$ cat src/rtl/mem_uart_streamer_if.sv
`default_nettype none
// +----------------------------------------------------------------------------+
// | Module   : mem_uart_streamer_if                                            |
// | Brief    : Burst control, memory read bus and UART byte bus of the streamer |
// | Revision : 1.0                                                             |
// +----------------------------------------------------------------------------+
interface mem_uart_streamer_if #(
    parameter int DATA_WIDTH = 32,
    parameter int MEM_DEPTH  = 64,
    parameter int NUM_CH     = 2,
    parameter int FIFO_DEPTH = 4
);
    localparam int c_ADDR_WIDTH = $clog2(MEM_DEPTH);
    localparam int c_CH_W       = (NUM_CH > 1) ? $clog2(NUM_CH) : 1;
    localparam int c_LVL_W      = $clog2(FIFO_DEPTH) + 1;

    logic                         start;
    logic [c_CH_W-1:0]            ch_sel;
    logic [c_ADDR_WIDTH-1:0]      base_addr;
    logic [c_ADDR_WIDTH:0]        burst_len;
    logic                         busy;
    logic                         done;
    logic [NUM_CH-1:0]            mem_rd_en;
    logic [c_ADDR_WIDTH-1:0]      mem_addr;
    logic [NUM_CH*DATA_WIDTH-1:0] mem_data_in;
    logic [NUM_CH-1:0]            mem_valid_in;
    logic [7:0]                   tx_data;
    logic                         tx_data_valid;
    logic                         tx_busy;
    logic [c_LVL_W-1:0]           fifo_level;

    modport master (
        input  start, ch_sel, base_addr, burst_len, mem_data_in, mem_valid_in, tx_busy,
        output busy, done, mem_rd_en, mem_addr, tx_data, tx_data_valid, fifo_level
    );

    modport slave (
        output start, ch_sel, base_addr, burst_len, mem_data_in, mem_valid_in, tx_busy,
        input  busy, done, mem_rd_en, mem_addr, tx_data, tx_data_valid, fifo_level
    );
endinterface
`default_nettype wire

$ cat src/rtl/mem_uart_streamer.sv
`default_nettype none
// +----------------------------------------------------------------------------+
// | Module   : mem_uart_streamer                                               |
// | Brief    : Credit-controlled burst reader feeding a word FIFO and an        |
// |            LSB-first byte serialiser towards UART_TX                       |
// | Revision : 1.0                                                             |
// +----------------------------------------------------------------------------+
module mem_uart_streamer #(
    parameter int DATA_WIDTH = 32,
    parameter int MEM_DEPTH  = 64,
    parameter int NUM_CH     = 2,
    parameter int FIFO_DEPTH = 4
) (
    input  wire logic           clk,
    input  wire logic           rst,
    mem_uart_streamer_if.master bus
);
    localparam int c_BYTES      = DATA_WIDTH / 8;
    localparam int c_ADDR_WIDTH = $clog2(MEM_DEPTH);
    localparam int c_CH_W       = (NUM_CH > 1) ? $clog2(NUM_CH) : 1;
    localparam int c_LVL_W      = $clog2(FIFO_DEPTH) + 1;
    localparam int c_PTR_W      = (FIFO_DEPTH > 1) ? $clog2(FIFO_DEPTH) : 1;
    localparam int c_IDX_W      = (c_BYTES > 1) ? $clog2(c_BYTES) : 1;

    typedef enum logic [1:0] {M_IDLE, M_READ, M_DRAIN, M_DONE} main_state_t;
    typedef enum logic [1:0] {S_IDLE, S_SEND, S_GAP, S_WAIT} ser_state_t;

    main_state_t               r_main_state, w_main_next;
    ser_state_t                r_ser_state, w_ser_next;

    logic [c_CH_W-1:0]         r_ch;
    logic [c_ADDR_WIDTH-1:0]   r_addr;
    logic [c_ADDR_WIDTH:0]     r_len;
    logic [c_ADDR_WIDTH:0]     r_issued;
    logic [NUM_CH-1:0]         r_rd_en;
    logic                      r_inflight;
    logic                      r_busy;
    logic                      r_done;

    logic [DATA_WIDTH-1:0]     r_fifo [FIFO_DEPTH];
    logic [c_PTR_W-1:0]        r_wr_ptr, r_rd_ptr;
    logic [c_LVL_W-1:0]        r_level;

    logic [DATA_WIDTH-1:0]     r_word;
    logic [c_IDX_W-1:0]        r_byte_idx;
    logic [7:0]                r_tx_data;
    logic                      r_tx_valid;

    logic                      w_accept, w_issue, w_credit_ok;
    logic                      w_push, w_pop, w_next_byte;
    logic [c_LVL_W:0]          w_pending;
    logic [DATA_WIDTH-1:0]     w_push_data, w_pop_data, w_shifted;

    function automatic logic [NUM_CH-1:0] f_onehot(input logic [c_CH_W-1:0] ch);
        logic [NUM_CH-1:0] v;
        v = '0;
        for (int c = 0; c < NUM_CH; c++) begin
            if (ch == c_CH_W'(c)) v[c] = 1'b1;
        end
        return v;
    endfunction

    // Conservative credit: the word being read this cycle and the one landing
    // this cycle both count against the FIFO space.
    assign w_pending   = {1'b0, r_level}
                       + {{c_LVL_W{1'b0}}, |r_rd_en}
                       + {{c_LVL_W{1'b0}}, r_inflight};
    assign w_credit_ok = w_pending < (c_LVL_W+1)'(FIFO_DEPTH);

    assign w_push      = r_inflight && bus.mem_valid_in[r_ch];
    assign w_push_data = bus.mem_data_in[r_ch*DATA_WIDTH +: DATA_WIDTH];
    assign w_pop_data  = r_fifo[r_rd_ptr];
    assign w_shifted   = r_word >> 8;

    always_comb begin
        w_main_next = r_main_state;
        w_accept    = 1'b0;
        w_issue     = 1'b0;
        case (r_main_state)
            M_IDLE: begin
                if (bus.start && (bus.burst_len != '0)) begin
                    w_accept    = 1'b1;
                    w_main_next = M_READ;
                end
            end
            M_READ: begin
                if (r_issued == r_len) w_main_next = M_DRAIN;
                else if (w_credit_ok)  w_issue     = 1'b1;
            end
            M_DRAIN: begin
                if (!r_inflight && (r_rd_en == '0) && (r_level == '0) &&
                    (r_ser_state == S_IDLE) && !bus.tx_busy)
                    w_main_next = M_DONE;
            end
            M_DONE:  w_main_next = M_IDLE;
            default: w_main_next = M_IDLE;
        endcase
    end

    always_ff @(posedge clk) begin
        if (rst) begin
            r_main_state <= M_IDLE;
            r_ch         <= '0;
            r_addr       <= '0;
            r_len        <= '0;
            r_issued     <= '0;
            r_rd_en      <= '0;
            r_inflight   <= 1'b0;
            r_busy       <= 1'b0;
            r_done       <= 1'b0;
        end else begin
            r_main_state <= w_main_next;
            r_inflight   <= |r_rd_en;
            r_done       <= (w_main_next == M_DONE);
            if (w_accept) begin
                r_ch     <= bus.ch_sel;
                r_addr   <= bus.base_addr;
                r_len    <= bus.burst_len;
                r_issued <= (c_ADDR_WIDTH+1)'(1);
                r_rd_en  <= f_onehot(bus.ch_sel);
                r_busy   <= 1'b1;
            end else if (w_issue) begin
                r_addr   <= (r_addr == c_ADDR_WIDTH'(MEM_DEPTH-1)) ? '0 : r_addr + 1'b1;
                r_issued <= r_issued + 1'b1;
                r_rd_en  <= f_onehot(r_ch);
            end else begin
                r_rd_en  <= '0;
            end
            if (r_main_state == M_DONE) r_busy <= 1'b0;
        end
    end

    always_comb begin
        w_ser_next  = r_ser_state;
        w_pop       = 1'b0;
        w_next_byte = 1'b0;
        case (r_ser_state)
            S_IDLE: begin
                if (r_level != '0) begin
                    w_pop      = 1'b1;
                    w_ser_next = S_SEND;
                end
            end
            S_SEND: w_ser_next = S_GAP;
            // UART_TX raises busy a cycle late, so it is not trusted here.
            S_GAP:  w_ser_next = S_WAIT;
            S_WAIT: begin
                if (!bus.tx_busy) begin
                    if (r_byte_idx == c_IDX_W'(c_BYTES-1)) begin
                        w_ser_next = S_IDLE;
                    end else begin
                        w_next_byte = 1'b1;
                        w_ser_next  = S_SEND;
                    end
                end
            end
            default: w_ser_next = S_IDLE;
        endcase
    end

    always_ff @(posedge clk) begin
        if (rst) begin
            r_ser_state <= S_IDLE;
            r_word      <= '0;
            r_byte_idx  <= '0;
            r_tx_data   <= 8'h00;
            r_tx_valid  <= 1'b0;
            r_wr_ptr    <= '0;
            r_rd_ptr    <= '0;
            r_level     <= '0;
        end else begin
            r_ser_state <= w_ser_next;
            r_tx_valid  <= w_pop || w_next_byte;
            if (w_pop) begin
                r_word     <= w_pop_data;
                r_byte_idx <= '0;
                r_tx_data  <= w_pop_data[7:0];
            end else if (w_next_byte) begin
                r_word     <= w_shifted;
                r_byte_idx <= r_byte_idx + 1'b1;
                r_tx_data  <= w_shifted[7:0];
            end
            if (w_push) r_wr_ptr <= r_wr_ptr + 1'b1;
            if (w_pop)  r_rd_ptr <= r_rd_ptr + 1'b1;
            case ({w_push, w_pop})
                2'b10:   r_level <= r_level + 1'b1;
                2'b01:   r_level <= r_level - 1'b1;
                default: r_level <= r_level;
            endcase
        end
    end

    // Storage needs no reset: the pointers and level define what is valid.
    always_ff @(posedge clk) begin
        if (w_push) r_fifo[r_wr_ptr] <= w_push_data;
    end

    assign bus.busy          = r_busy;
    assign bus.done          = r_done;
    assign bus.mem_rd_en     = r_rd_en;
    assign bus.mem_addr      = r_addr;
    assign bus.tx_data       = r_tx_data;
    assign bus.tx_data_valid = r_tx_valid;
    assign bus.fifo_level    = r_level;
endmodule
`default_nettype wire

$ cat src/flat_wrapper.sv
// flat-port wrapper written by rule: the top's interface ports become plain ports
module mem_uart_streamer_flat 
#(
    parameter int DATA_WIDTH = 32,
    parameter int MEM_DEPTH  = 64,
    parameter int NUM_CH     = 2,
    parameter int FIFO_DEPTH = 4
)
  (clk, rst, bus_start, bus_ch_sel, bus_base_addr, bus_burst_len, bus_mem_data_in, bus_mem_valid_in, bus_tx_busy, bus_busy, bus_done, bus_mem_rd_en, bus_mem_addr, bus_tx_data, bus_tx_data_valid, bus_fifo_level);
  mem_uart_streamer_if #(.DATA_WIDTH(DATA_WIDTH), .MEM_DEPTH(MEM_DEPTH), .NUM_CH(NUM_CH), .FIFO_DEPTH(FIFO_DEPTH)) bus_i ();
  input  wire logic clk;
  input  wire logic rst;
  input wire logic [$bits(bus_i.start)-1:0] bus_start;
  input wire logic [$bits(bus_i.ch_sel)-1:0] bus_ch_sel;
  input wire logic [$bits(bus_i.base_addr)-1:0] bus_base_addr;
  input wire logic [$bits(bus_i.burst_len)-1:0] bus_burst_len;
  input wire logic [$bits(bus_i.mem_data_in)-1:0] bus_mem_data_in;
  input wire logic [$bits(bus_i.mem_valid_in)-1:0] bus_mem_valid_in;
  input wire logic [$bits(bus_i.tx_busy)-1:0] bus_tx_busy;
  output wire logic [$bits(bus_i.busy)-1:0] bus_busy;
  output wire logic [$bits(bus_i.done)-1:0] bus_done;
  output wire logic [$bits(bus_i.mem_rd_en)-1:0] bus_mem_rd_en;
  output wire logic [$bits(bus_i.mem_addr)-1:0] bus_mem_addr;
  output wire logic [$bits(bus_i.tx_data)-1:0] bus_tx_data;
  output wire logic [$bits(bus_i.tx_data_valid)-1:0] bus_tx_data_valid;
  output wire logic [$bits(bus_i.fifo_level)-1:0] bus_fifo_level;
  assign bus_i.start = bus_start;
  assign bus_i.ch_sel = bus_ch_sel;
  assign bus_i.base_addr = bus_base_addr;
  assign bus_i.burst_len = bus_burst_len;
  assign bus_i.mem_data_in = bus_mem_data_in;
  assign bus_i.mem_valid_in = bus_mem_valid_in;
  assign bus_i.tx_busy = bus_tx_busy;
  assign bus_busy = bus_i.busy;
  assign bus_done = bus_i.done;
  assign bus_mem_rd_en = bus_i.mem_rd_en;
  assign bus_mem_addr = bus_i.mem_addr;
  assign bus_tx_data = bus_i.tx_data;
  assign bus_tx_data_valid = bus_i.tx_data_valid;
  assign bus_fifo_level = bus_i.fifo_level;
  mem_uart_streamer #(.DATA_WIDTH(DATA_WIDTH), .MEM_DEPTH(MEM_DEPTH), .NUM_CH(NUM_CH), .FIFO_DEPTH(FIFO_DEPTH)) u_core (.clk(clk), .rst(rst), .bus(bus_i));
endmodule
$ cat config.mk
export PLATFORM = sky130hd
export DESIGN_NAME = mem_uart_streamer_flat
export DESIGN_NICKNAME = d
export VERILOG_FILES = /design/src/rtl/mem_uart_streamer_if.sv /design/src/rtl/mem_uart_streamer.sv /design/src/flat_wrapper.sv
export SDC_FILE = /design/constraint.sdc
export NUM_CORES = 1
export LEC_CHECK = 0
export ABC_AREA = 1
export CORE_MARGIN = 3
export CORE_UTILIZATION = 40
export CTS_BUF_LIST = sky130_fd_sc_hd__clkbuf_8
export CTS_CLUSTER_DIAMETER = 200
export DETAILED_ROUTE_END_ITERATION = 8
export SLEW_MARGIN = 10
export SYNTH_ARGS = -nofsm -noshare
export SYNTH_HDL_FRONTEND = slang
export SYNTH_SLANG_ARGS = --single-unit
export TNS_END_PERCENT = 10
$ cat constraint.sdc
create_clock -name clk -period 2.9 [get_ports clk]
set_input_delay 0.725 -clock clk [delete_from_list [all_inputs] [get_ports clk]]
set_output_delay 0.725 -clock clk [all_outputs]
set_load 0.01 [all_outputs]
==> metrics <==
Std-Cell Rows 53; Data required, critical path 2.17 ns; Mapped Area 0.00873 mm^2; max-capacitance violation count 0; global placer's final weighted congestion 0.784; clock tree buffer depth 3; area of the core 0.0212 mm^2; number of placed I/O pins 106; maximum resistive drop on vdd 0.420 mV; Placed Area 0.0100 mm^2; maximum number of pins on one net before global-route repair 65; number of instances in the synthesized netlist 915; final cell area excluding filler cells 0.0107 mm^2; die area 0.0236 mm^2; Seq cells post-synth 202; Starting Density 41.1%; CTS Root Cell sky130_fd_sc_hd__clkbuf_8; launch point of the worst path u_core.bus.fifo_level[0]$_SDFFE_PP0P_; Pins Over Slew Limit 0; Die X-Extent 154 um; Layout Utilization 50.3%; maximum fanout count along the critical path 6; antenna violations before repair 0; remaining antenna violation count 0; number of remaining DRC errors 0; cts hold-fix bufs 0; critical path endpoint bus_fifo_level[0]; Max-slew headroom 56.8%; CP Cell Sequence clkdlybuf4s50_1; top library cells by usage in the layout, fill and taps aside sky130_fd_sc_hd__nand2_1, sky130_fd_sc_hd__edfxtp_1, sky130_fd_sc_hd__clkdlybuf4s50_1; Detailed Route WL 19.8 mm; wire per inst 15.0 um; estimated wirelength of the detail-placed design 12.9 mm; Inserted Diodes 0; vias per cell 4.94; number of instances in the placed design 1258; total grt overflow 0; detailed-routing iteration count for the pre-antenna-repair pass 5; Layout Skew 0.0200 ns; Die Y 154 um; CTS Sinks 202; Largest delay share family, worst path buffers and inverters; setup slack on the worst flop-to-flop path 0.67 ns; number of design-rule violations left by the first detailed-router iteration 341; number of buffer and inverter stages on the critical path 1; count of vias placed by the detailed router 6523; source of the worst register-to-register timing path u_core.r_ch$_SDFFE_PP0P_; Crit Path Category reg2out; fraction of final layout cells with drive strength greater than 1 8.33%; PwrDens 793 mW/mm^2; Setup crit end kind output pin; RSZ-0062 raised after global routing no; count of unique library cells instantiated by Yosys 36; number of buffers inserted by post-CTS setup repair 0; leak pwr 0.00402 uW; number of nets in the layout 1117; Hold WS 0.459 ns; overall fraction of global-route tracks in use 16.5%; signed area change from the synthesized netlist to the final layout 22.2%; number of buffers created by CTS 35; instance count on the critical path 1; CTS tree built; slowest CP cell sky130_fd_sc_hd__clkdlybuf4s50_1; Reg2Reg Capture Point u_core.bus.fifo_level[2]$_SDFFE_PP0P_; number of H-tree levels 2; final total negative setup slack 0 ns; FF-to-FF path depth 11; worst min-delay path class reg2reg; minimum clock period after layout 2.36 ns; number of standard cells in the final layout excluding fillers 1320; commonest non-fill, non-tap cell in the layout sky130_fd_sc_hd__nand2_1; first-pass GRT wire length 31.6 mm; critical path arrival 1.63 ns; Final Hold Fails 0; count of input and output buffers 105; register area share after synthesis 61.0%; category of the worst setup path launch point flop; final number of setup-violating endpoints 0; Fmax achieved 424 MHz; post-synthesis area per instance 9.54 um^2; number of global-route vias before repair 6018; insertion delay of the later-clocked pin in the worst-skew pair 0.52 ns; measured slew at the worst slew-check pin 0.647 ns; Resized Gates After CTS 0; clock transition at the registers of the reported paths 0.06 ns; warning count from the yosys run 0; largest stage delay on the critical path 0.60 ns; number of nets in the synthesized netlist 1012; final worst path period share 81.3%; status finished, final reports clean
==> worst register-to-register path, stage by stage (launching register included) <==
cell and delay (ns):
sky130_fd_sc_hd__dfxtp_1 0.32, sky130_fd_sc_hd__inv_2 0.44, sky130_fd_sc_hd__nor2_1 0.09, sky130_fd_sc_hd__nor3_1 0.32, sky130_fd_sc_hd__inv_1 0.12, sky130_fd_sc_hd__ha_1 0.21, sky130_fd_sc_hd__inv_1 0.09, sky130_fd_sc_hd__fa_1 0.19
sky130_fd_sc_hd__a21oi_1 0.07, sky130_fd_sc_hd__o21ai_0 0.09, sky130_fd_sc_hd__o21ai_0 0.10, sky130_fd_sc_hd__a21oi_1 0.14
==> kinds of logic (layout without fill, tap and decap cells) <==
kind of cell               Yosys count  count (layout)  synth area share, %
and+or+nand+nor                    403             403                 18.8
DFF                                202             202                 61.0
AOI/OAI and AO/OA                  175             175                 11.3
buffers and inverters              114             244                 6.13
adders and majority gates           13              13                 1.95
xor gates and xnor gates             8               8                0.802
==> synth_stat cells <==
master,count,share of area [%]
sky130_fd_sc_hd__xor2_1,5,0.50
sky130_fd_sc_hd__buf_4,13,1.1
sky130_fd_sc_hd__nor3_4,1,0.19
sky130_fd_sc_hd__nor2_4,3,0.39
sky130_fd_sc_hd__o21a_1,1,0.086
sky130_fd_sc_hd__clkbuf_1,19,0.82
sky130_fd_sc_hd__a32o_1,6,0.69
sky130_fd_sc_hd__nand3b_1,3,0.26
sky130_fd_sc_hd__nor2_2,1,0.072
sky130_fd_sc_hd__nand2_1,253,11
sky130_fd_sc_hd__o21ai_0,71,4.1
sky130_fd_sc_hd__o31ai_1,1,0.086
sky130_fd_sc_hd__a31oi_1,22,1.6
sky130_fd_sc_hd__o22ai_1,30,2.1
sky130_fd_sc_hd__o21bai_1,1,0.086
sky130_fd_sc_hd__o21ai_1,4,0.23
sky130_fd_sc_hd__inv_1,50,2.1
sky130_fd_sc_hd__clkinv_1,1,0.043
sky130_fd_sc_hd__xnor2_1,3,0.30
sky130_fd_sc_hd__a21oi_1,37,2.1
sky130_fd_sc_hd__o32ai_1,2,0.20
sky130_fd_sc_hd__or2_2,2,0.14
sky130_fd_sc_hd__fa_1,1,0.23
sky130_fd_sc_hd__nor2_1,92,4.0
sky130_fd_sc_hd__nor2_8,1,0.23
sky130_fd_sc_hd__nand2_2,3,0.21
sky130_fd_sc_hd__nand3_1,40,2.3
sky130_fd_sc_hd__buf_6,5,0.64
sky130_fd_sc_hd__dfxtp_1,74,17
sky130_fd_sc_hd__edfxtp_1,128,44
sky130_fd_sc_hd__buf_2,15,0.86
sky130_fd_sc_hd__nor3_1,4,0.23
sky130_fd_sc_hd__buf_1,1,0.043
sky130_fd_sc_hd__clkbuf_2,2,0.11
sky130_fd_sc_hd__ha_1,12,1.7
sky130_fd_sc_hd__inv_2,8,0.34
==> metal layers <==
metal	global-route usage, %	vias up	part of all wire (%)
li1	-	3317	-
met1	24.8	3013	49
met2	24.4	163	44
met3	3.35	30	5.6
met4	4.79	0	1.7
met5	0	-	0
==> worst min path at each step <==
stage	slack, ns	from	cells past startpoint	endpoint
CTS	0.46	u_core.r_rd_ptr[1]$_SDFFE_PP0N_	2	flop
global placement	0.45	u_core.r_rd_ptr[0]$_SDFFE_PP0N_	1	flop
global route	0.49	u_core.r_word[24]$_SDFFE_PP0P_	2	u_core.r_word[24]$_SDFFE_PP0P_
floorplan	0.44	u_core.r_rd_ptr[1]$_SDFFE_PP0N_	2	flop
finish	0.46	u_core.r_rd_ptr[1]$_SDFFE_PP0N_	2	flop
detailed placement	0.46	u_core.r_word[25]$_SDFFE_PP0P_	2	u_core.r_word[25]$_SDFFE_PP0P_
==> sequential cells by signal (all words and copies together) (netlist names), named ones only <==
register,cells
u_core.r_fifo,128
u_core.r_word,25
u_core.bus.tx_data,7
u_core.r_issued,7
u_core.r_len,7
u_core.bus.mem_addr,6
u_core.bus.fifo_level,3
u_core.bus.mem_rd_en,2
u_core.r_byte_idx,2
u_core.r_main_state,2
u_core.r_rd_ptr,2
u_core.r_ser_state,2
u_core.r_wr_ptr,2
u_core.bus.busy,1
u_core.bus.done,1
u_core.bus.tx_data_valid,1
u_core.r_ch,1
u_core.r_inflight,1
==> power breakdown <==
| part | internal (uW) | switching [uW] |
|---|---|---|
| clock network | 1290 | 1130 |
| logic | 888 | 1560 |
| registers | 3390 | 205 |
| total | 5570 | 2890 |
==> per-stage QoR <==
step | power, uW | setup slack [ns]
2_1_floorplan | 5370 | -0.0445
3_3_place_gp | 6080 | 0.270
3_5_place_dp | 6110 | 0.254
4_1_cts | 8540 | 0.491
5_1_grt | 9020 | 0.460
6_report | 8450 | 0.541
==> area by class of cell <==
type | instances | area (um^2)
clock buffer | 37 | 509
multi-input combinational | 599 | 2880
tap | 275 | 344
inverter | 59 | 221
sequential | 202 | 5330
clock inverter | 25 | 148
fill | 2017 | 10600
timing repair buffer | 123 | 1240
Note: power is estimated with default switching activity, not from simulation.
